`src/rtl/cond_pkg.sv`:
```
// cond_pkg: ARM condition codes and NZCV flag positions shared by the conditional-execution unit
package cond_pkg;
  typedef enum logic [3:0] {
    EQ = 4'h0, NE = 4'h1, CS = 4'h2, CC = 4'h3,
    MI = 4'h4, PL = 4'h5, VS = 4'h6, VC = 4'h7,
    HI = 4'h8, LS = 4'h9, GE = 4'hA, LT = 4'hB,
    GT = 4'hC, LE = 4'hD, AL = 4'hE, NV = 4'hF
  } cond_e;
  localparam int N_IDX = 3;
  localparam int Z_IDX = 2;
  localparam int C_IDX = 1;
  localparam int V_IDX = 0;
endpackage

```
`src/rtl/cond_check.sv`:
```
// cond_check: combinational evaluation of an ARM condition field against NZCV flags
module cond_check import cond_pkg::*; #(
  parameter bit ALWAYS_1111 = 1'b1
) (
  input  logic [3:0] cond,
  input  logic [3:0] flags,
  output logic       met
);
  logic n, z, c, v;
  assign n = flags[N_IDX];
  assign z = flags[Z_IDX];
  assign c = flags[C_IDX];
  assign v = flags[V_IDX];
  always_comb begin
    case (cond_e'(cond))
      EQ: met = z;
      NE: met = ~z;
      CS: met = c;
      CC: met = ~c;
      MI: met = n;
      PL: met = ~n;
      VS: met = v;
      VC: met = ~v;
      HI: met = c & ~z;
      LS: met = ~c | z;
      GE: met = n == v;
      LT: met = n != v;
      GT: met = ~z & (n == v);
      LE: met = z | (n != v);
      AL: met = 1'b1;
      NV: met = ALWAYS_1111;
      default: met = 1'b0;
    endcase
  end
endmodule

```
`src/rtl/cond_logic_pipe.sv`:
```
// cond_logic_pipe: E-stage flags register and condition gating, with gated controls carried through E/M and M/W
module cond_logic_pipe import cond_pkg::*; #(
  parameter int NFLAGS      = 4,
  parameter bit ALWAYS_1111 = 1'b1
) (
  input  logic              clk,
  input  logic              reset,
  input  logic [3:0]        CondE,
  input  logic [NFLAGS-1:0] ALUFlagsE,
  input  logic [1:0]        FlagWriteE,
  input  logic              PCSrcE,
  input  logic              RegWriteE,
  input  logic              MemWriteE,
  input  logic              MemtoRegE,
  input  logic              BranchE,
  input  logic              FlushE,
  output logic              CondExE,
  output logic              BranchTakenE,
  output logic [NFLAGS-1:0] FlagsQ,
  output logic              PCSrcM,
  output logic              RegWriteM,
  output logic              MemWriteM,
  output logic              MemtoRegM,
  output logic              PCSrcW,
  output logic              RegWriteW,
  output logic              MemtoRegW
);
  logic met;
  cond_check #(.ALWAYS_1111(ALWAYS_1111)) u_check (
    .cond  (CondE),
    .flags (FlagsQ),
    .met   (met)
  );
  assign CondExE      = met & ~FlushE;
  assign BranchTakenE = BranchE & CondExE;
  // condition is judged on the stored flags, so a flag-setter's result is visible to the next instruction
  always_ff @(posedge clk or negedge reset) begin
    if (!reset) begin
      FlagsQ    <= '0;
      PCSrcM    <= 1'b0;
      RegWriteM <= 1'b0;
      MemWriteM <= 1'b0;
      MemtoRegM <= 1'b0;
      PCSrcW    <= 1'b0;
      RegWriteW <= 1'b0;
      MemtoRegW <= 1'b0;
    end else begin
      if (FlagWriteE[1] & CondExE) FlagsQ[N_IDX:Z_IDX] <= ALUFlagsE[N_IDX:Z_IDX];
      if (FlagWriteE[0] & CondExE) FlagsQ[C_IDX:V_IDX] <= ALUFlagsE[C_IDX:V_IDX];
      PCSrcM    <= PCSrcE & CondExE;
      RegWriteM <= RegWriteE & CondExE;
      MemWriteM <= MemWriteE & CondExE;
      MemtoRegM <= MemtoRegE;
      PCSrcW    <= PCSrcM;
      RegWriteW <= RegWriteM;
      MemtoRegW <= MemtoRegM;
    end
  end
endmodule

```
`config.mk`:
```
export PLATFORM = sky130hd
export DESIGN_NAME = cond_logic_pipe
export DESIGN_NICKNAME = d
export VERILOG_FILES = /design/src/rtl/cond_pkg.sv /design/src/rtl/cond_check.sv /design/src/rtl/cond_logic_pipe.sv
export SDC_FILE = /design/constraint.sdc
export NUM_CORES = 1
export LEC_CHECK = 0
export BUFFER_PORTS_ARGS = -buffer_cell sky130_fd_sc_hd__buf_2
export CORE_MARGIN = 2
export CORE_UTILIZATION = 38
export CTS_CLUSTER_SIZE = 12
export DETAILED_ROUTE_END_ITERATION = 16
export GPL_ROUTABILITY_DRIVEN = 0
export PLACE_DENSITY = 0.76
export SLEW_MARGIN = 40
export SYNTH_ARGS = -nofsm -noshare
export SYNTH_HDL_FRONTEND = slang
export SYNTH_SLANG_ARGS = --single-unit
export TNS_END_PERCENT = 5
```
`constraint.sdc`:
```
create_clock -name clk -period 1.8 [get_ports clk]
set_input_delay 0.09 -clock clk [delete_from_list [all_inputs] [get_ports clk]]
set_output_delay 0.09 -clock clk [all_outputs]
set_load 0.005 [all_outputs]
```
==> impl_results.md, run 1 <==
* Post-Syn Area at 577 sq um
* Fin. Hold Viols at 0
* Slew @ Worst Pin at 0.351 ns
* Worst Skew at 0.00454 ns
* H-tree depth at 1
* Area delta synth->final at 52.5%
* P_leak at 0.436 nW
* Max-cap violations at 0
* Largest net degree at the start of global routing at 12
* Clock Latency Late Sink at 0.26 ns
* Input/output buffers at 30
* RSZ-0062 raised after global routing: yes
* IO Pins at 31
* Synth unique cells at 24
* Minimum clock period after layout at 2.10 ns
* Vias per cell at 5.27
* WS Path Type: reg2out
* First-pass detailed-route iteration total at 4
* Number of synthesized register bits at 11
* Post-synth top flop: dfrtp_1
* Initial antenna violation count at 0
* Synth top area cells: dfrtp_1 48%, mux2_1 9.8%, and2_1 5.4%
* Tot GR Track Use at 16.6%
* Clock sinks at 11
* FMAX at 476 MHz
* Post-DRT Antenna Nets at 0
* Vias in the first global route at 534
* Crit-path max cell delay at 0.40 ns
* Crit-path max FO at 5
* WP buf/inv at 2
* Clock Root Buffer: clkbuf_4
* Starting DRT DRC Count at 24
* Seq/Total Area, Yosys at 47.7%
* VDD IR max at 0.711 mV
* CP arrival at 2.01 ns
* Ys async rst share at 100%
* Startpoint types: flip-flop
* Core area at 1470 sq um
* CP top delay family: simple AND/OR/NAND/NOR gates
* Mean Syn Cell Area at 10.7 sq um
* Final setup violation count at 6
* Drt wl/cell at 14.6 um
* Rows at 14
* Period utilisation layout at 117%
* Detailed-route via count at 585
* Worst path cell trace: xor2_1 > or3b_1 > a222oi_1 > buf_4 > a31oi_4 > and2_1 > buf_2
* DP Wirelength at 1.04 mm
* Power Total at 1.06 mW
* Post-route DRC at 0
* Critical-path top delay cell: dfrtp_1
* CP Capture Type: output port
* Congestion Overflow GR at 0
* Die width at 43.0 um
* Post-synth EDFFs at 0
* Failing checks: setup timing
* Synthesized instance count at 54
* First-pass GRT wire length at 2.27 mm
* Fin worst setup slack at -0.302 ns
* CTS tree: done
* Pwr Density at 1210 nW/um^2
* Top cell type's share of synthesized area at 47.7%
* Synth warnings at 0
* Required @ worst endpoint at 1.71 ns
* Antenna Cells at 0
* Area leader, netlist: dfrtp_1
* Hold crit path type: in2reg
* Rel. slew slack at 76.6%
* Synthesized Nets at 72
* CTS clk-pin slew, worst paths at 0.07 ns
* Share of cells above drive strength 1 at 50.5%
* Slew Limit Fails at 0
* Die height at 43.0 um
* Nets@finish at 114
* Clock Path Buffers at 2
* Starting Density at 39.2%
* Status: complete, but fails checks
* WL final at 1.63 mm
* Setup TNS Final at -1.50 ns
* Full die area at 1850 sq um
* Total CTS buffers at 3
==> cell type report <==
type                       instances  area [sq um]
multi-input combinational         38           324
timing repair buffer              39           223
sequential                        11           275
tap                               16          20.0
fill                             134           592
inverter                           3          11.3
clock buffer                       4          26.3
==> per-stage QoR <==
stage / instance area, sq um / utilization [%] / hold slack (ns) / setup slack, ns / cells
floorplan: 577 / - / -0.206 / -0.0654 / 54
global placement: 764 / 52.0 / -0.0361 / -0.0827 / 102
detailed placement: 764 / 52.0 / -0.0324 / -0.147 / 102
CTS: 832 / 56.5 / 0.0279 / -0.333 / 110
global route: 880 / 59.8 / 0.0175 / -0.375 / 111
finish: 880 / 59.8 / 0.0338 / -0.302 / 111
==> logic make-up (layout without fill, tap and decap cells) <==
logic type	after synthesis	in the layout	synth area share, %
xor gates and xnor gates	2	2	3.04
muxes	6	6	11.5
buffers and inverters	5	46	4.12
DFF	11	11	47.7
AOI/OAI and AO/OA	11	11	12.6
and+or+nand+nor	19	19	21.0
==> per-layer routing <==
metal | routed length, um | global-route usage (%) | vias to the layer above
met5 | 0 | 0 | -
met4 | 14 | 5.45 | 0
met3 | 81 | 5.53 | 2
met2 | 802 | 27.0 | 23
met1 | 726 | 20.6 | 284
li1 | - | - | 276
==> where the power goes <==
group	internal, mW	leakage (nW)	switching [mW]
registers	0.308	0.138	0.0660
clock network	0.0857	0.0150	0.0773
logic	0.304	0.284	0.222
total	0.698	0.436	0.366
==> cells in the mapped netlist (2+ instances only) <==
master,count
and2_1,5
nor2_1,2
nand3b_1,2
mux2_1,5
nor4b_1,2
a211oi_1,2
o21ai_0,3
nand2b_1,2
nand2_1,2
a31oi_1,3
inv_1,3
dfrtp_1,11
==> flip-flops by register name, summed over array words and instances (netlist names) <==
name	cells
MemWriteM	1
MemtoRegW	1
MemtoRegM	1
RegWriteW	1
FlagsQ	4
PCSrcW	1
RegWriteM	1
PCSrcM	1
==> path summary, 6_finish.rpt <==
check	cells past startpoint	startpoint	endpoint	slack [ns]
setup / recovery	7	FlagsQ[0]	BranchTakenE	-0.30
hold / removal	2	RegWriteE	RegWriteM	0.03
setup reg to reg	7	FlagsQ[0]	FlagsQ[0]	-0.26
hold reg to reg	0	PCSrcM	PCSrcW	0.37
max in group asynchronous	2	reset	RegWriteM	1.37
min in group asynchronous	2	reset	MemtoRegW	0.22
==> placed cells by master (no fill, tap or decap), drive strengths merged <==
master       instances
a32oi                1
nand2                2
or3b                 1
mux2                 5
mux2i                1
buf                 37
nor4b                2
nor3b                1
xnor2                1
a31oi                3
and2b                1
o21ai                3
a222oi               1
nand2b               2
inv                  3
dlygate4sd3          2
nor3                 1
and2                 5
dfrtp               11
nand3b               2
xor2                 1
a21oi                1
a211oi               2
clkbuf               4
nor2                 2
==> repair_timing <==
| item | CTS | global route |
|---|---|---|
| setup buffers | 2 | 1 |
| hold endpoints to repair | 12 | 0 |
| resized for setup | 1 | 10 |
| hold buffers | 2 | 0 |
| setup endpoints to repair | 9 | 9 |
| pin swaps | 4 | 3 |
Note: power is estimated with default switching activity, not from simulation.
==> run 2, diff against run 1 <==
--- a/config.mk
+++ b/config.mk
@@ -6,12 +6,11 @@
 export NUM_CORES = 1
 export LEC_CHECK = 0
 export BUFFER_PORTS_ARGS = -buffer_cell sky130_fd_sc_hd__buf_2
-export CORE_MARGIN = 2
-export CORE_UTILIZATION = 38
+export CORE_UTILIZATION = 42
 export CTS_CLUSTER_SIZE = 12
 export DETAILED_ROUTE_END_ITERATION = 16
 export GPL_ROUTABILITY_DRIVEN = 0
-export PLACE_DENSITY = 0.76
+export PLACE_DENSITY = 0.8
 export SLEW_MARGIN = 40
 export SYNTH_ARGS = -nofsm -noshare
 export SYNTH_HDL_FRONTEND = slang
==> constraint.sdc (replaced) <==
create_clock -name clk -period 2.23 [get_ports clk]
set_input_delay 0.1115 -clock clk [delete_from_list [all_inputs] [get_ports clk]]
set_output_delay 0.1115 -clock clk [all_outputs]
set_load 0.005 [all_outputs]
==> run 2 against run 1 <==
The flow now finishes without violations. Hold slack better by 0.012 ns. Global-route usage up 4.0 points. Sequential share of layout area grew 1.8 points. Utilization rose by 10 points. Cell area fell by 5.4%. Power is 29% lower. Register-to-register slack gained 0.39 ns. Critical path depth did not move. Final cell count shrank 3.6%. Flip-flop and latch count unchanged. Die area is 17% lower. Clock skew grew 0.0021 ns. Highest routed layer is now met3.
==> impl_results.md, run 2 (same netlist as run 1, synthesis figures left out) <==
* Status: completed
* R2R Path Start: FlagsQ[3]
* Most frequent cells in the layout: 30 x buf_2, 11 x dfrtp_1, 5 x and2_1, 5 x mux2_1, 5 x buf_4
* WL final at 1.47 mm
* Slew Limit Fails at 0
* Fill count at 98
* H-tree depth at 1
* First-pass GRT wire length at 2.02 mm
* Clock sinks at 11
* First-pass detailed-route iteration total at 4
* Combinational Power Share at 41.7%
* Placed Instances at 96
* Largest Register: FlagsQ
* Sw Ratio at 35.1%
* Crit-path max FO at 5
* VDD IR max at 0.594 mV
* RSZ-0062 raised after global routing: yes
* FMAX at 463 MHz
* Starting DRT DRC Count at 9
* Power Total at 0.755 mW
* Clock Root Buffer: clkbuf_4
* Total CTS buffers at 3
* Tot GR Track Use at 20.6%
* Setup TNS Final at 0 ns
* R2R depth at 7
* Full die area at 1530 sq um
* CTS clk-pin slew, worst paths at 0.08 ns
* Worst Skew at 0.00664 ns
* Area delta synth->final at 44.3%
* Max reg flops at 4
* Initial antenna violation count at 0
* Largest net degree at the start of global routing at 12
* Hold crit path type: in2reg
* Final setup violation count at 0
* Clock network power share at 18.7%
* Congestion Overflow GR at 0
* Reg2reg end: FlagsQ[3]
* CP startpoint: FlagsQ[3]
* Nets@finish at 112
* Clock Latency Late Sink at 0.27 ns
* Share of cells above drive strength 1 at 44.1%
* Detailed-route via count at 567
* DP Wirelength at 965 um
* Starting Density at 48.6%
* Vias per cell at 5.30
* R2r setup slk at 0.13 ns
* WS Path Type: reg2out
* Post-route DRC at 0
* Setup crit end: BranchTakenE
* Input/output buffers at 30
* CTS tree: done
* CP Capture Type: output port
* Max-cap violations at 0
* Post-DRT Antenna Nets at 0
* Required @ worst endpoint at 2.12 ns
* Fin. Hold Viols at 0
* NetSw at 0.265 mW
* Sequential cell area at 275 sq um
* Flop pwr share at 39.6%
* IO Pins at 31
* Startpoint types: flip-flop
* Most common cell after layout, fill and taps aside: buf_2
* Final non-filler cell total at 107
* Slew @ Worst Pin at 0.464 ns
* Die width at 39.1 um
* Minimum clock period after layout at 2.16 ns
* Pwr Density at 907 nW/um^2
* Hold_sp: ALUFlagsE[2]
* P_leak at 0.419 nW
* Period utilisation layout at 96.8%
* Rel. slew slack at 69.1%
* Drt wl/cell at 13.7 um
* Core area at 1190 sq um
* Hold WS at 0.0463 ns
* Clock Path Buffers at 2
* Int Pwr at 0.490 mW
* Area taken by multi-input logic gates at 293 sq um
* Antenna Cells at 0
* CP arrival at 2.05 ns
* Vias in the first global route at 448
* Die height at 39.1 um
* Rows at 12
[run 2: changes by cell type in the layout (fill, tap and decap cells not counted), sizes merged]
cell | previous run | this run
clkbuf | 4 | 3
clkinv | 0 | 1
buf | 37 | 35
[run 2: worst min path at each step]
stage          slack (ns)  cells past startpoint        end
2_1_floorplan       -0.18                      0  FlagsQ[0]
3_5_place_dp       -0.006                      1  MemtoRegM
6_report             0.05                      2  FlagsQ[2]
5_1_grt              0.05                      2  FlagsQ[2]
4_1_cts              0.03                      2     PCSrcM
3_3_place_gp        -0.01                      1  MemWriteM
[run 2: critical path, stage by stage, from the launching register on]
cell	delay, ns
dfrtp_1	0.41
xor2_1	0.19
or3b_1	0.35
a222oi_1	0.25
buf_4	0.18
a31oi_4	0.10
and2_1	0.17
buf_2	0.12
[run 2: metrics by stage]
step / cell area (sq um) / util (%) / setup WS [ns]
after floorplan: 577 / - / 0.338
after global placement: 732 / 61.7 / 0.251
after detailed placement: 732 / 61.7 / 0.184
after CTS: 810 / 68.2 / 0.0184
after global routing: 832 / 70.1 / -0.0153
final: 832 / 70.1 / 0.0711
[run 2: repair_timing]
| item | CTS | global route |
|---|---|---|
| gates resized for setup | 0 | 3 |
| setup endpoints to repair | 1 | 2 |
| hold buffers | 2 | 0 |
| endpoints found under the hold margin | 12 | 0 |
| pin swaps | 2 | 2 |
| setup buffers | 4 | 1 |
[run 2: final cells by class]
class / instances / share of cell area (%)
clock buffers: 3 / 2.71
clock inverters: 1 / 0.602
multi-input cells: 38 / 35.2
inverters: 3 / 1.35
repair buffers: 37 / 25.0
well taps: 14 / 2.11
flip-flops and latches: 11 / 33.1
[run 2: power by group through the flow]
| stage | Sequential, mW | Combinational (mW) | Clock, mW |
|---|---|---|---|
| 2_1_floorplan | 0.308 | 0.140 | 0 |
| 3_3_place_gp | 0.311 | 0.232 | 0 |
| 3_5_place_dp | 0.315 | 0.237 | 0 |
| 4_1_cts | 0.299 | 0.293 | 0.145 |
| 5_1_grt | 0.310 | 0.343 | 0.149 |
| 6_report | 0.299 | 0.315 | 0.141 |
[run 2: metal layers]
layer	share of wire, %	vias to the layer above	global-route usage [%]
met2	50	24	30.4
met4	0	0	7.76
met1	45	273	28.5
met5	0	-	0
met3	5.7	0	5.20
li1	-	270	-
==> run 3, diff against run 2 <==
--- a/config.mk
+++ b/config.mk
@@ -11,6 +11,7 @@
 export DETAILED_ROUTE_END_ITERATION = 16
 export GPL_ROUTABILITY_DRIVEN = 0
 export PLACE_DENSITY = 0.8
+export SKIP_CTS_REPAIR_TIMING = 1
 export SLEW_MARGIN = 40
 export SYNTH_ARGS = -nofsm -noshare
 export SYNTH_HDL_FRONTEND = slang
==> constraint.sdc (replaced) <==
create_clock -name clk -period 2.4 [get_ports clk]
set_input_delay 0.12 -clock clk [delete_from_list [all_inputs] [get_ports clk]]
set_output_delay 0.12 -clock clk [all_outputs]
set_load 0.005 [all_outputs]
==> run 3 against run 2 <==
Sequential share of layout area increased by 1.6 points. Wire length decreased by 10%. Via count decreased by 1.6%. Clock-buffer cell count unchanged. Clock power decreased by 6%. Power decreased by 13%. Die area unchanged. Critical path type unchanged. Final cell count decreased by 3.7%.
==> impl_results.md, run 3 (same netlist as run 1, synthesis figures left out) <==
* Initial antenna violation count at 0
* Input/output buffers at 30
* Fin util at 66.9%
* Starting DRT DRC Count at 7
* Clock network power share at 20.2%
* Rel. slew slack at 73.1%
* Max-cap violations at 0
* IO Pins at 31
* Clock sinks at 11
* Status: completed
* NetSw at 0.233 mW
* Clock Root Buffer: clkbuf_4
* Required @ worst endpoint at 2.28 ns
* CP Capture Type: output port
* Sw Ratio at 35.5%
* Combinational Power Share at 35.9%
* Critical-path top delay cell: dfrtp_1
* Starting Density at 48.6%
* First-pass detailed-route iteration total at 4
* Int Pwr at 0.423 mW
* Clock Path Buffers at 2
* Pwr Density at 826 nW/um^2
* Startpoint types: flip-flop
* Minimum clock period after layout at 2.24 ns
* Max reg flops at 4
* Detailed-route via count at 558
* DP Wirelength at 980 um
* Hold crit path type: in2reg
* Most common cell after layout, fill and taps aside: buf_2
* Clock Latency Late Sink at 0.28 ns
* Post-route DRC at 0
* First-pass GRT wire length at 1.90 mm
* Die width at 39.1 um
* Flop pwr share at 43.9%
* Period utilisation layout at 93.1%
* H-tree depth at 1
* R2R depth at 6
* CTS clk-pin slew, worst paths at 0.08 ns
* Post-DRT Antenna Nets at 0
* Setup TNS Final at 0 ns
* Largest net degree at the start of global routing at 12
* Fin. Hold Viols at 0
* Stages on the worst setup path at 7
* Rows at 12
* FMAX at 447 MHz
* Drt wl/cell at 12.8 um
* Largest Register: FlagsQ
* WS Path Type: reg2out
* Worst path cell trace: xor2_1 > or3b_1 > a222oi_1 > buf_4 > a31oi_2 > and2_1 > buf_2
* WL final at 1.31 mm
* Share of cells above drive strength 1 at 41.6%
* WP buf/inv at 2
* Area delta synth->final at 37.5%
* Cells on Worst Hold Path at 2
* Die height at 39.1 um
* Nets@finish at 108
* CP arrival at 2.12 ns
* Full die area at 1530 sq um
* Crit-path max FO at 6
* VDD IR max at 0.468 mV
* Crit-path max cell delay at 0.43 ns
* P_leak at 0.399 nW
* Core area at 1190 sq um
* Congestion Overflow GR at 0
* Tot GR Track Use at 19.2%
* Vias per cell at 5.42
* CTS tree: done
* Final setup violation count at 0
* Slew @ Worst Pin at 0.399 ns
* Most frequent cells in the layout: 30 x buf_2, 11 x dfrtp_1, 5 x and2_1, 5 x mux2_1
* Slew Limit Fails at 0
* CP top delay family: simple AND/OR/NAND/NOR gates
* RSZ-0062 raised after global routing: no
* Total CTS buffers at 3
* Antenna Cells at 0
* Worst Skew at 0.00645 ns
* Vias in the first global route at 457
run 3: cell type report:
cell class              count  area (sq um)
fillers                   109           393
multi-input cells          38           284
flip-flops and latches     11           275
repair buffers             33           178
clock buffers               3          22.5
well taps                  14          17.5
inverters                   3          11.3
clock inverters             1          5.00
run 3: final timing paths:
path / startpoint / to / slack (ns)
worst min-delay path: MemWriteE / MemWriteM / 0.05
worst min register to register: PCSrcM / PCSrcW / 0.38
worst max-delay path: FlagsQ[3] / BranchTakenE / 0.16
min in group asynchronous: reset / FlagsQ[0] / 0.23
worst max register to register: FlagsQ[3] / FlagsQ[3] / 0.40
max in group asynchronous: reset / PCSrcW / 1.96
run 3: per-layer routing:
layer	track usage, %	wire length (um)	vias to the layer above	share of wire (%)
met5	0	0	-	0
met4	10.3	19	0	1.4
met3	3.47	82	3	6.2
met2	31.3	661	23	50
met1	23.8	551	266	42
li1	-	-	266	-
run 3: stage by stage:
stage / setup WS [ns] / area [sq um] / hold WS [ns] / power [mW] / std cells
final: 0.165 / 793 / 0.0472 / 0.656 / 103
after global routing: 0.0869 / 793 / 0.0509 / 0.697 / 103
after CTS: 0.0700 / 759 / -0.298 / 0.646 / 100
after detailed placement: 0.362 / 732 / 0.00199 / 0.514 / 96
after global placement: 0.420 / 732 / -0.00584 / 0.504 / 96
after floorplan: 0.508 / 577 / -0.176 / 0.416 / 54
run 3: power groups by stage:
stage / logic, mW / registers, mW / clock network (mW)
2_1_floorplan: 0.130 / 0.286 / 0
3_3_place_gp: 0.215 / 0.289 / 0
3_5_place_dp: 0.223 / 0.291 / 0
4_1_cts: 0.224 / 0.287 / 0.135
5_1_grt: 0.258 / 0.298 / 0.141
6_report: 0.235 / 0.287 / 0.133
